<file path="src/rtl/rej_ntt_sampler_if.sv">
// Stream bundle between the squeeze source, the rejection sampler and its coefficient sink.
// The sampler takes the slave side; whoever drives words and consumes coefficients takes master.
interface rej_ntt_sampler_if #(
  parameter int W       = 64,
  parameter int COEFF_W = 23
);
  logic               start;
  logic [W-1:0]       data_in;
  logic               valid_in;
  logic               ready_out;
  logic [COEFF_W-1:0] coeff_out;
  logic               coeff_valid;
  logic               coeff_ready;
  logic [7:0]         coeff_index;
  logic               done;

  modport master (
    output start, data_in, valid_in, coeff_ready,
    input  ready_out, coeff_out, coeff_valid, coeff_index, done
  );

  modport slave (
    input  start, data_in, valid_in, coeff_ready,
    output ready_out, coeff_out, coeff_valid, coeff_index, done
  );
endinterface

</file>
<file path="src/rtl/rej_ntt_sampler.sv">
// Dilithium uniform rejection sampler: packs the squeeze byte stream into 3-byte
// candidates, masks to 23 bits, keeps those below Q and streams N coefficients out.
module rej_ntt_sampler #(
  parameter int W       = 64,
  parameter int COEFF_W = 23,
  parameter int Q       = 8380417,
  parameter int N       = 256
) (
  input  logic               clk,
  input  logic               rst,
  rej_ntt_sampler_if.slave   bus
);

  localparam int BUF_W  = W + 16;
  localparam int CNT_W  = $clog2(BUF_W / 8 + 1);
  localparam int KEPT_W = $clog2(N + 1);
  localparam logic [KEPT_W-1:0] KEPT_N = KEPT_W'(N);

  typedef enum logic [1:0] {IDLE, SAMPLE, DONE} state_t;

  state_t             state_q, state_d;
  logic [BUF_W-1:0]   buf_q, buf_d;
  logic [CNT_W-1:0]   cnt_q, cnt_d;
  logic [KEPT_W-1:0]  kept_q, kept_d;
  logic [COEFF_W-1:0] coeff_out_q, coeff_out_d;
  logic               coeff_valid_q, coeff_valid_d;
  logic [7:0]         coeff_index_q, coeff_index_d;
  logic               ready_q, ready_d;
  logic               done_q, done_d;

  logic               accept;
  logic               take;
  logic               extract;
  logic [COEFF_W-1:0] cand;

  // Low 23 bits of the buffer are b0, b1 and b2[6:0]; b2[7] is dropped by the slice.
  assign cand    = buf_q[COEFF_W-1:0];
  assign accept  = bus.valid_in && ready_q;
  assign take    = coeff_valid_q && bus.coeff_ready;
  assign extract = (state_q == SAMPLE) && (cnt_q >= CNT_W'(3)) &&
                   (!coeff_valid_q || bus.coeff_ready) && (kept_q < KEPT_N);

  always_comb begin
    state_d       = state_q;
    buf_d         = buf_q;
    cnt_d         = cnt_q;
    kept_d        = kept_q;
    coeff_out_d   = coeff_out_q;
    coeff_valid_d = coeff_valid_q;
    coeff_index_d = coeff_index_q;

    case (state_q)
      IDLE, DONE: begin
        // Words arriving in DONE are accepted and simply dropped.
        if (bus.start) begin
          state_d       = SAMPLE;
          buf_d         = '0;
          cnt_d         = '0;
          kept_d        = '0;
          coeff_valid_d = 1'b0;
        end
      end
      SAMPLE: begin
        if (take) begin
          coeff_valid_d = 1'b0;
          if (kept_q == KEPT_N && coeff_index_q == 8'(N - 1))
            state_d = DONE;
        end
        // ready_q is only high here when cnt<3, so accept and extract never coincide.
        if (accept) begin
          buf_d = buf_q | (BUF_W'(bus.data_in) << {cnt_q, 3'b000});
          cnt_d = cnt_q + CNT_W'(8);
        end else if (extract) begin
          buf_d = buf_q >> 24;
          cnt_d = cnt_q - CNT_W'(3);
          if (cand < COEFF_W'(Q)) begin
            coeff_out_d   = cand;
            coeff_valid_d = 1'b1;
            coeff_index_d = kept_q[7:0];
            kept_d        = kept_q + 1'b1;
          end
        end
      end
      default: state_d = IDLE;
    endcase

    ready_d = ((state_d == SAMPLE) && (cnt_d < CNT_W'(3))) || (state_d == DONE);
    done_d  = (state_d == DONE);
  end

  always_ff @(posedge clk) begin
    if (rst) begin
      state_q       <= IDLE;
      buf_q         <= '0;
      cnt_q         <= '0;
      kept_q        <= '0;
      coeff_out_q   <= '0;
      coeff_valid_q <= 1'b0;
      coeff_index_q <= '0;
      ready_q       <= 1'b0;
      done_q        <= 1'b0;
    end else begin
      state_q       <= state_d;
      buf_q         <= buf_d;
      cnt_q         <= cnt_d;
      kept_q        <= kept_d;
      coeff_out_q   <= coeff_out_d;
      coeff_valid_q <= coeff_valid_d;
      coeff_index_q <= coeff_index_d;
      ready_q       <= ready_d;
      done_q        <= done_d;
    end
  end

  assign bus.ready_out   = ready_q;
  assign bus.coeff_out   = coeff_out_q;
  assign bus.coeff_valid = coeff_valid_q;
  assign bus.coeff_index = coeff_index_q;
  assign bus.done        = done_q;

endmodule

</file>
<file path="src/flat_wrapper.sv">
// flat-port wrapper written by rule: the top's interface ports become plain ports
module rej_ntt_sampler_flat 
#(
  parameter int W       = 64,
  parameter int COEFF_W = 23,
  parameter int Q       = 8380417,
  parameter int N       = 256
)
  (clk, rst, bus_start, bus_data_in, bus_valid_in, bus_coeff_ready, bus_ready_out, bus_coeff_out, bus_coeff_valid, bus_coeff_index, bus_done);
  rej_ntt_sampler_if #(.W(W), .COEFF_W(COEFF_W)) bus_i ();
  input  logic clk;
  input  logic rst;
  input wire logic [$bits(bus_i.start)-1:0] bus_start;
  input wire logic [$bits(bus_i.data_in)-1:0] bus_data_in;
  input wire logic [$bits(bus_i.valid_in)-1:0] bus_valid_in;
  input wire logic [$bits(bus_i.coeff_ready)-1:0] bus_coeff_ready;
  output wire logic [$bits(bus_i.ready_out)-1:0] bus_ready_out;
  output wire logic [$bits(bus_i.coeff_out)-1:0] bus_coeff_out;
  output wire logic [$bits(bus_i.coeff_valid)-1:0] bus_coeff_valid;
  output wire logic [$bits(bus_i.coeff_index)-1:0] bus_coeff_index;
  output wire logic [$bits(bus_i.done)-1:0] bus_done;
  assign bus_i.start = bus_start;
  assign bus_i.data_in = bus_data_in;
  assign bus_i.valid_in = bus_valid_in;
  assign bus_i.coeff_ready = bus_coeff_ready;
  assign bus_ready_out = bus_i.ready_out;
  assign bus_coeff_out = bus_i.coeff_out;
  assign bus_coeff_valid = bus_i.coeff_valid;
  assign bus_coeff_index = bus_i.coeff_index;
  assign bus_done = bus_i.done;
  rej_ntt_sampler #(.W(W), .COEFF_W(COEFF_W), .Q(Q), .N(N)) u_core (.clk(clk), .rst(rst), .bus(bus_i));
endmodule
</file>
<file path="config.mk">
export PLATFORM = sky130hd
export DESIGN_NAME = rej_ntt_sampler_flat
export DESIGN_NICKNAME = d
export VERILOG_FILES = /design/src/rtl/rej_ntt_sampler_if.sv /design/src/rtl/rej_ntt_sampler.sv /design/src/flat_wrapper.sv
export SDC_FILE = /design/constraint.sdc
export NUM_CORES = 1
export LEC_CHECK = 0
export CORE_MARGIN = 1.5
export CORE_UTILIZATION = 64
export CTS_CLUSTER_DIAMETER = 150
export DETAILED_ROUTE_END_ITERATION = 7
export DONT_BUFFER_PORTS = 1
export PLACE_DENSITY = 0.8
export SLEW_MARGIN = 20
export SYNTH_ARGS = -nofsm -noshare
export SYNTH_HDL_FRONTEND = slang
export SYNTH_SLANG_ARGS = --single-unit
</file>
<file path="constraint.sdc">
create_clock -name clk -period 2.78 [get_ports clk]
set_input_delay 0.556 -clock clk [delete_from_list [all_inputs] [get_ports clk]]
set_output_delay 0.556 -clock clk [all_outputs]
set_load 0.01 [all_outputs]
</file>
# Yosys cells after proc, flatten, opt, wreduce, memory -nomap -nowiden
# Cells that the tools add are included.
classes:
  mux: 23
  add_sub_neg: 3
  n_shift: 1
  n_bitwise: 2
  order_cmp: 4
  reduce_logical: 17
  eq_ne: 11
ops:
  columns: ["op", "count"]
  rows:
  - ["2-to-1 mux 80 bit", 3]
  - ["one-hot mux 80 bit (2 select lines)", 1]
  - ["bitwise OR 80 bit", 1]
  - ["left shift 64 x 7 -> 80 bit", 1]
  - ["2-to-1 mux 9 bit", 4]
  - ["< comparator 23 bit (second input constant)", 1]
  - ["one-hot mux 9 bit (2 select lines)", 1]
  - ["2-to-1 mux 4 bit", 3]
  - ["adder 9 x 1 -> 9 bit (second input constant)", 1]
  - ["== test 9 bit (second input constant)", 1]
  - ["< comparator 9 bit (second input constant)", 1]
  - ["== test 8 bit (second input constant)", 1]
  - ["one-hot mux 4 bit (2 select lines)", 1]
  - ["logical AND 1 bit", 7]
  - ["2-to-1 mux 2 bit", 3]
  - ["inequality test 2 bit (second input constant)", 3]
  - ["2-to-1 mux 1 bit", 5]
  - ["AND reduction 5 bit", 1]
  - ["adder 4 bit (second input constant)", 1]
  - ["== test 2 x 1 -> 1 bit (second input constant)", 2]
  - ["== test 2 bit (second input constant)", 2]
  - [">= comparator 4 x 2 -> 1 bit (second input constant)", 1]
  - ["< comparator 4 x 2 -> 1 bit (second input constant)", 1]
  - ["one-hot mux 2 bit (2 select lines)", 1]
  - ["other kinds (13)", 14]
totals:
  input_bits: 69
  wordCells: 70
  output_inout_bits: 34
  ff_bits: 129

# Longest topological paths before layout
# Gate-level depths: netlist of the first run.
depth:
  depth_word: 10
  depth_mapped: 8
  mapped_depth_nobuf: 7

# Least setup slack after synthesis of the first run
# Ideal clock, no wire load.
synth_timing:
  path_type: "register to register"
  from: "reg u_core.cnt_q[1]"
  to: "reg u_core.buf_q[42]"
  period_less_slack_ns: 1.925
  t_arrival_ns: 1.855
  path_stages_with_launch: 9
  setup_slack_ns: 0.855
  setup_ns: 0.070
  cell_sequence: "dfxtp_1 > ha_1 > nor3_1 > o41ai_2 > nand2_1 > nand2_1 > buf_4 > buf_2 > a21oi_1"
synth_via:
  elab_chain_cells: 6
  word_cells_on_any_way: 10
synth_rtl:
  columns: ["item", "line_no", "text"]
  rows:
  - ["start, declared", "rej_ntt_sampler.sv:23", "logic [CNT_W-1:0] cnt_q, cnt_d;"]
  - ["start signal, assigned", "rej_ntt_sampler.sv:105", "cnt_q <= cnt_d;"]
  - ["parallel branches: the longest is 6 deep, another holds left shift 64 x 7 -> 80 bit", null, null]
  - ["end signal, assigned", "rej_ntt_sampler.sv:104", "buf_q <= buf_d;"]
  - ["end, declared", "rej_ntt_sampler.sv:22", "logic [BUF_W-1:0] buf_q, buf_d;"]
# Parallel ways; which one is timed is not known.
# A chain may end at the register's enable or synchronous reset.

# Worst setup path after layout of the first run
layout_timing:
  from: "reg u_core.buf_q[6]"
  to: "reg u_core.kept_q[4]"
layout_via:
  elab_chain_cells: 3
layout_rtl:
  columns: ["item", "line_no", "text"]
  rows:
  - ["< comparator 23 bit", "rej_ntt_sampler.sv:76", "if (cand < COEFF_W'(Q)) begin"]
  - ["inequality test 2 bit (no line)", null, null]
  - ["AND reduction 5 bit (no line)", null, null]
  - ["end signal, assigned", "rej_ntt_sampler.sv:106", "kept_q <= kept_d;"]
  - ["end, declared", "rej_ntt_sampler.sv:24", "logic [KEPT_W-1:0] kept_q, kept_d;"]
# Every way passes these cells.

==> results.cfg, run 1 <==
[timing]
min_period_over_period_pct = 91.4
relSlewSlack_pct = 31.1
finalSetupViolations = 0
fin_crit_ps = 2540
skew_ps = 6.83
worstMarginPinSlew_ps = 1030
grt_setup_unrepaired = no
hold_slack_ps = 83.8
fmax_mhz = 394
drv_slew = 0
tns_ps = 0
hold_viol_final = 0

[cts]
cts_root_buffer = clkbuf_8
cts_resized = 0
cts_hold_buf = 0
tritoncts = done
cts_buffers = 17
clockBufferDepth = 2
insertion_delay_ps = 540
cts_setup_buffers = 0
h-tree-depth = 4
cts_sinks = 126
clk_pin_slew_ps = 60

[grt]
grt_max_degree = 77
globalRouteOverflowTotal = 0
grt_pass1_vias = 6658
grt_pass1_wl_um = 36300
track_usage_pct = 41.1
antenna_found_initial = 0

[placed_design]
dp_hpwl_um = 16200
io_buffers = 0
gp_congestion = 1.04

[finish]
fin_nets = 909
diodes = 0
area_delta_synth_final_pct = 9.94
multi_input_area_mm2 = 0.00422
drive_gt1_share_pct = 12.2
n_fill_cell = 871
seqCellArea_mm2 = 0.00253

[pwr]
cellLeakagePower_nw = 2.72
power_frac_seq_pct = 41.3
combPwrFrac_pct = 11.3
p_sw_share_pct = 26.6
p_total_mw = 4.80
switching_power_mw = 1.28
power.share.clock_pct = 47.4
ir_worst_vdd_mv = 0.586
internal_power_mw = 3.52
power.density_mw_per_mm2 = 612

[synth]
synth_top_family_by_area = compound AO/OA/AOI/OAI gates
synth-simple-area-share_pct = 15.6
synth.area.mux_share_pct = 16.7
ys_seq_elements = 126
yosysWarnings = 0
synthAdderAreaFrac_pct = 0.527
yosysSeqAreaShare_pct = 35.4
synth_edf_count = 0
synth_xor_area_share_pct = 0
syn_inst = 861
async_flop_share_pct = 0
synth_area_per_cell_um2 = 8.27
ys_types = 56
syn-num-nets = 933
synth-compound-area-share_pct = 26.4
syn_area_mm2 = 0.00712
synthFlopType = dfxtp_1

[critical_path]
arrival_ps = 3010
critPathLaunchType = flip-flop
critPathMaxFanout = 33
path_class = reg -> reg
end_kind = flip-flop
critical-path-max-stage-delay_ps = 610
crit_path_top_delay_cell = or4_1
cp.required_ps = 3250
crit_chain = nor4_1, nand4_1, and2_1, or4_1, a31oi_1
reg2reg_depth = 5

[detailed_routing]
antenna_left = 0
first_pass_iters = 5
vias = 7105
first_iter_violations = 902
drc = 0
vias_per_cell = 7.18
post_drt_wl_per_cell_um = 23.7
wirelength_um = 23500

[run]
maxCapViolCount = 0

[floorplan]
ios = 103
rows = 38
start_util_pct = 65.7
dieArea_mm2 = 0.0118
die_x_um = 108
die_y_um = 108
core_mm2 = 0.0108

[min_path]
hp-class = in -> reg
min_path_cells = 1

[outcome]
status = finished, final reports clean
## critical path, delay by kind of cell, from the launching register on
family          cells  cell delay (ps)
simple gates        4             1910
flops               1              380
compound gates      1              180
## synth_stat cells, types with 10 or more instances
master,instances,area (µm²)
mux2i_1,78,781
a211oi_1,11,82.6
o211ai_1,11,82.6
nand2_1,90,338
nand3_1,38,190
a2bb2oi_1,10,87.6
a21oi_1,134,671
nor2_1,48,180
mux2_2,24,270
buf_2,21,105
dfxtp_1,126,2520
clkbuf_1,41,154
o21a_1,18,135
and3_1,10,62.6
o21ai_0,47,235
inv_1,14,52.6
## per-layer routing
| metal | vias up | GRT usage [%] | part of all wire [%] |
|---|---|---|---|
| li1 | 3144 | - | - |
| met1 | 3356 | 52.9 | 38 |
| met2 | 512 | 62.8 | 44 |
| met3 | 93 | 13.2 | 13 |
| met4 | 0 | 18.6 | 4.1 |
| met5 | - | 0 | 0 |
## path summary, 6_finish.rpt
| kind | start | endpoint | slack, ps |
|---|---|---|---|
| hold / removal | rst | u_core.cnt_q[0] | 80 |
| setup / recovery | u_core.buf_q[6] | u_core.kept_q[4] | 240 |
| setup reg to reg | u_core.buf_q[6] | u_core.kept_q[4] | 240 |
| hold reg to reg | u_core.buf_q[27] | u_core.buf_q[3] | 460 |
## metrics by stage
step / worst slack, ps / utilization, % / instances / area, µm²
2_1_floorplan: 855 / - / 861 / 7120
3_3_place_gp: 473 / 66.7 / 958 / 7230
3_5_place_dp: 381 / 66.7 / 958 / 7230
4_1_cts: 351 / 72.2 / 990 / 7830
5_1_grt: 164 / 72.2 / 990 / 7830
6_report: 240 / 72.2 / 990 / 7830
## area by class of cell
class / instances / area share, %
repair buffers: 30 / 3.20
inverters: 15 / 0.719
flip-flops and latches: 126 / 32.3
well taps: 140 / 2.24
multi-input cells: 647 / 53.9
clock inverters: 12 / 2.03
clock buffers: 20 / 5.69
## logic make-up after synthesis
family                   Yosys count
multiplexers                     108
AND/OR/NAND/NOR                  235
adder cells (fa/ha/maj)            3
AO/OA/AOI/OAI                    301
buffers and inverters             88
flip-flops                       126
## state kept, by name, indices dropped and copies added (netlist names)
name                    count
u_core.kept_q               9
u_core.bus.ready_out        1
u_core.buf_q               77
u_core.bus.coeff_valid      1
u_core.cnt_q                4
u_core.bus.coeff_out       23
u_core.state_q              2
u_core.bus.done             1
u_core.bus.coeff_index      8
## cell usage in the layout, fill, tap and decap left out, types with 10 or more instances in the layout
cell type,count
a21oi_1,134
dfxtp_1,125
nand2_1,90
mux2i_1,78
o21ai_0,47
nor2_1,46
nand3_1,38
buf_4,28
mux2_2,24
o21a_1,18
clkbuf_16,16
inv_1,14
o211ai_1,11
a211oi_1,11
and3_1,10
a2bb2oi_1,10
## power by group through the flow
stage | registers (mW) | logic, mW | clock network [mW]
global route | 1.98 | 0.579 | 2.35
finish | 1.98 | 0.542 | 2.27
global placement | 2.01 | 0.506 | 0
detailed placement | 2.01 | 0.517 | 0
floorplan | 1.98 | 0.388 | 0
CTS | 1.97 | 0.524 | 2.27
No activity file was read; power rests on OpenSTA's default activity.
==> inputs of run 2 (changes only) <==
CORE_MARGIN = 4   (was 1.5)
==> results.cfg, run 2 (synthesis gave the netlist of run 1 again) <==
[placed_design]
post_dp_cell_area_mm2 = 0.00722
gp_congestion = 0.956
dp_slack_ps = 474
io_buffers = 0
dp_hpwl_um = 16400

[critical_path]
cp_top_family = simple AND/OR/NAND/NOR gates
critical-path-max-stage-delay_ps = 600
critPathLaunchType = flip-flop
arrival_ps = 2950
end_kind = flip-flop
crit_chain = nor4_1, nand4_1, and2_1, or4_1, a31oi_1
critPathMaxFanout = 33
cp.required_ps = 3240
crit_path_top_delay_cell = or4_1
path_class = reg -> reg
cp_num_buf_inv = 0

[grt]
globalRouteOverflowTotal = 0
grt_max_degree = 77
track_usage_pct = 36.3
antenna_found_initial = 0
grt_pass1_vias = 6779
grt_pass1_wl_um = 36900

[pwr]
cellLeakagePower_nw = 2.69
power.density_mw_per_mm2 = 592
ir_worst_vdd_mv = 0.529

[cts]
cts_hold_buf = 0
h-tree-depth = 4
cts_sinks = 126
insertion_delay_ps = 530
tritoncts = done
clk_pin_slew_ps = 60
cts_resized = 0
cts_buffers = 17
cts_setup_buffers = 0
cts_root_buffer = clkbuf_8
clockBufferDepth = 2

[finish]
seqCellArea_mm2 = 0.00253
largest_reg_flops = 77
fin_util_pct = 71.3
final_cell_mix = 134 x a21oi_1, 125 x dfxtp_1, 90 x nand2_1
largest-register = u_core.buf_q
drive_gt1_share_pct = 11.5
n_fill_cell = 863
multi_input_area_mm2 = 0.00422
final_area_mm2 = 0.00776
fin_nets = 906
diodes = 0
area_delta_synth_final_pct = 8.96
layout_commonest_cell = a21oi_1

[timing]
min_period_over_period_pct = 89.7
fin_crit_ps = 2490
grt_setup_unrepaired = no
skew_ps = 6.66
hold_viol_final = 0
tns_ps = 0
timing.final.ws_setup_ps = 285
drv_slew = 0
hold_slack_ps = 89.9
worstMarginPinSlew_ps = 1060
fmax_mhz = 401
relSlewSlack_pct = 29.2
finalSetupViolations = 0

[floorplan]
start_util_pct = 65.4
core_mm2 = 0.0109
die_x_um = 113
dieArea_mm2 = 0.0129
ios = 103
die_y_um = 113
rows = 38

[min_path]
hp-class = in -> reg

[detailed_routing]
post_drt_wl_per_cell_um = 23.7
first_pass_iters = 5
vias_per_cell = 7.16
first_iter_violations = 924
antenna_left = 0
drc = 0
wirelength_um = 23300
vias = 7046

[outcome]
status = finished, final reports clean

[run]
maxCapViolCount = 0
run 2: cell types whose count changed in the layout (fill, tap and decap cells not counted):
cell / before / now
clkinv_2: 1 / 3
buf_4: 28 / 24
nor2_1: 46 / 45
clkbuf_1: 1 / 3
clkinv_4: 2 / 0
inv_6: 2 / 0
bufinv_16: 3 / 2
buf_12: 2 / 3
nor2_2: 3 / 4
clkinvlp_4: 3 / 1
run 2: final cells by class:
| type | count | area share [%] |
|---|---|---|
| inverters | 15 | 0.726 |
| multi-input cells | 647 | 54.4 |
| flip-flops and latches | 126 | 32.6 |
| clock buffers | 22 | 5.84 |
| clock inverters | 7 | 1.14 |
| repair buffers | 27 | 3.10 |
| well taps | 140 | 2.26 |
run 2: power breakdown:
part / total, mW / internal (mW) / switching (mW) / leakage [nW]
registers: 1.98 / 1.90 / 0.0798 / 1.03
clock network: 2.07 / 1.30 / 0.766 / 0.267
logic: 0.545 / 0.202 / 0.343 / 1.39
run 2: worst paths after layout:
check	cells after the start	slack, ps	from	endpoint
min reg2reg	2	460	u_core.buf_q[68]	u_core.buf_q[44]
min	1	90	rst	u_core.kept_q[5]
max	5	290	u_core.buf_q[6]	u_core.kept_q[4]
max reg2reg	5	290	u_core.buf_q[6]	u_core.kept_q[4]
run 2: through the flow:
step / std cells / total power, mW
2_1_floorplan: 861 / 2.37
3_3_place_gp: 955 / 2.52
3_5_place_dp: 955 / 2.53
4_1_cts: 984 / 4.58
5_1_grt: 984 / 4.72
6_report: 984 / 4.59
run 2: routing by layer:
layer	GRT usage [%]	wire, µm
met5	0	0
met3	8.70	2500
met4	18.8	1180
met1	46.3	8970
met2	57.1	10600
==> inputs of run 3 (changes only) <==
CORE_MARGIN = 2   (was 4)
clock period = 2.75 ns   (was 2.78 ns; I/O delays follow)
==> results.cfg, run 3 (synthesis gave the netlist of run 1 again) <==
[finish]
fin_nets = 911
diodes = 0
final_cell_mix = 134 x a21oi_1, 125 x dfxtp_1, 90 x nand2_1
stdcell_count = 992
drive_gt1_share_pct = 12.3
largest_reg_flops = 77
largest-register = u_core.buf_q
layout_commonest_cell = a21oi_1
fin_util_pct = 72.7
area_delta_synth_final_pct = 10.7

[floorplan]
dieArea_mm2 = 0.0120
ios = 103
die_x_um = 109
start_util_pct = 65.7
rows = 38
die_y_um = 109
core_mm2 = 0.0108

[detailed_routing]
first_pass_iters = 7
drc = 0
antenna_left = 0
post_drt_wl_per_cell_um = 23.9
vias = 7140
vias_per_cell = 7.20
first_iter_violations = 969
wirelength_um = 23700

[timing]
finalSetupViolations = 0
hold_viol_final = 0
fmax_mhz = 414
skew_ps = 7.07
worstMarginPinSlew_ps = 1120
grt_setup_unrepaired = no
tns_ps = 0
fin_crit_ps = 2410
hold_slack_ps = 87.0
timing.final.ws_setup_ps = 337
min_period_over_period_pct = 87.7
drv_slew = 0
relSlewSlack_pct = 25.4

[grt]
grt_pass1_wl_um = 35800
globalRouteOverflowTotal = 0
antenna_found_initial = 0
met2_usage_pct = 59.4
met3_usage_pct = 12.3
grt_use_met1_pct = 51.9
top_usage_layer = met2
track_usage_pct = 40.0
grt_max_degree = 77
grt_pass1_vias = 6546

[cts]
cts_sinks = 126
cts_buffers = 17
cts_root_buffer = clkbuf_8
cts_setup_buffers = 0
cts_hold_buf = 0
insertion_delay_ps = 530
cts_resized = 0
clockBufferDepth = 2
clk_pin_slew_ps = 60
h-tree-depth = 4
tritoncts = done

[run]
maxCapViolCount = 0

[critical_path]
critPathMaxFanout = 9
cp.required_ps = 3200
arrival_ps = 2860
end_kind = flip-flop
path_class = reg -> reg
critPathLaunchType = flip-flop

[placed_design]
dp_slack_ps = 435
gp_congestion = 0.965
dp_cells = 960
io_buffers = 0
dp_hpwl_um = 16400

[pwr]
power.density_mw_per_mm2 = 622
cellLeakagePower_nw = 2.74
ir_worst_vdd_mv = 0.723

[min_path]
hp-class = in -> reg

[outcome]
status = finished, final reports clean
run 3: changes by cell type in the layout (fill, tap and decap cells not counted), moves of 2 or more:
cell / delta
buf_4: +4
clkbuf_8: +3
clkinv_2: -3
clkinvlp_4: +2
run 3: worst max-delay path, cell delays in order (launching register included):
cell	delay (ps)
dfxtp_1	460
nand2b_1	260
nor4_1	490
o21a_1	560
o311ai_0	350
a22oi_1	210
run 3: stage by stage:
| stage | power, mW | instance area (µm²) |
|---|---|---|
| after floorplan | 2.39 | 7120 |
| after global placement | 2.55 | 7270 |
| after detailed placement | 2.57 | 7270 |
| after CTS | 4.87 | 7880 |
| after global routing | 5.01 | 7880 |
| final | 4.90 | 7880 |
run 3: area by class of cell:
type	count	area [µm²]
fillers	827	2960
clock inverters	8	128
repair buffers	32	290
flip-flops and latches	126	2530
multi-input cells	647	4220
well taps	140	175
clock buffers	24	490
inverters	15	56.3
run 3: per-layer routing:
metal  vias up  wire length, µm  share of wire (%)
met5         -                0                  0
met4         0             1200                5.1
met3       113             3230                 14
met2       559            10200                 43
met1      3331             9100                 38
li1       3137                -                  -
run 3: power breakdown:
part | switching, mW | internal (mW) | total [mW]
sequential | 0.0875 | 1.92 | 2.01
clock | 0.836 | 1.50 | 2.34
combinational | 0.348 | 0.206 | 0.555
total | 1.27 | 3.63 | 4.90
run 3: final timing paths:
kind | startpoint | cells after the start | to | slack (ps)
worst max-delay path | u_core.state_q[0] | 5 | u_core.buf_q[55] | 340
worst min-delay path | rst | 1 | u_core.bus.coeff_out[0] | 90
worst max register to register | u_core.state_q[0] | 5 | u_core.buf_q[55] | 340
worst min register to register | u_core.buf_q[49] | 2 | u_core.buf_q[25] | 460
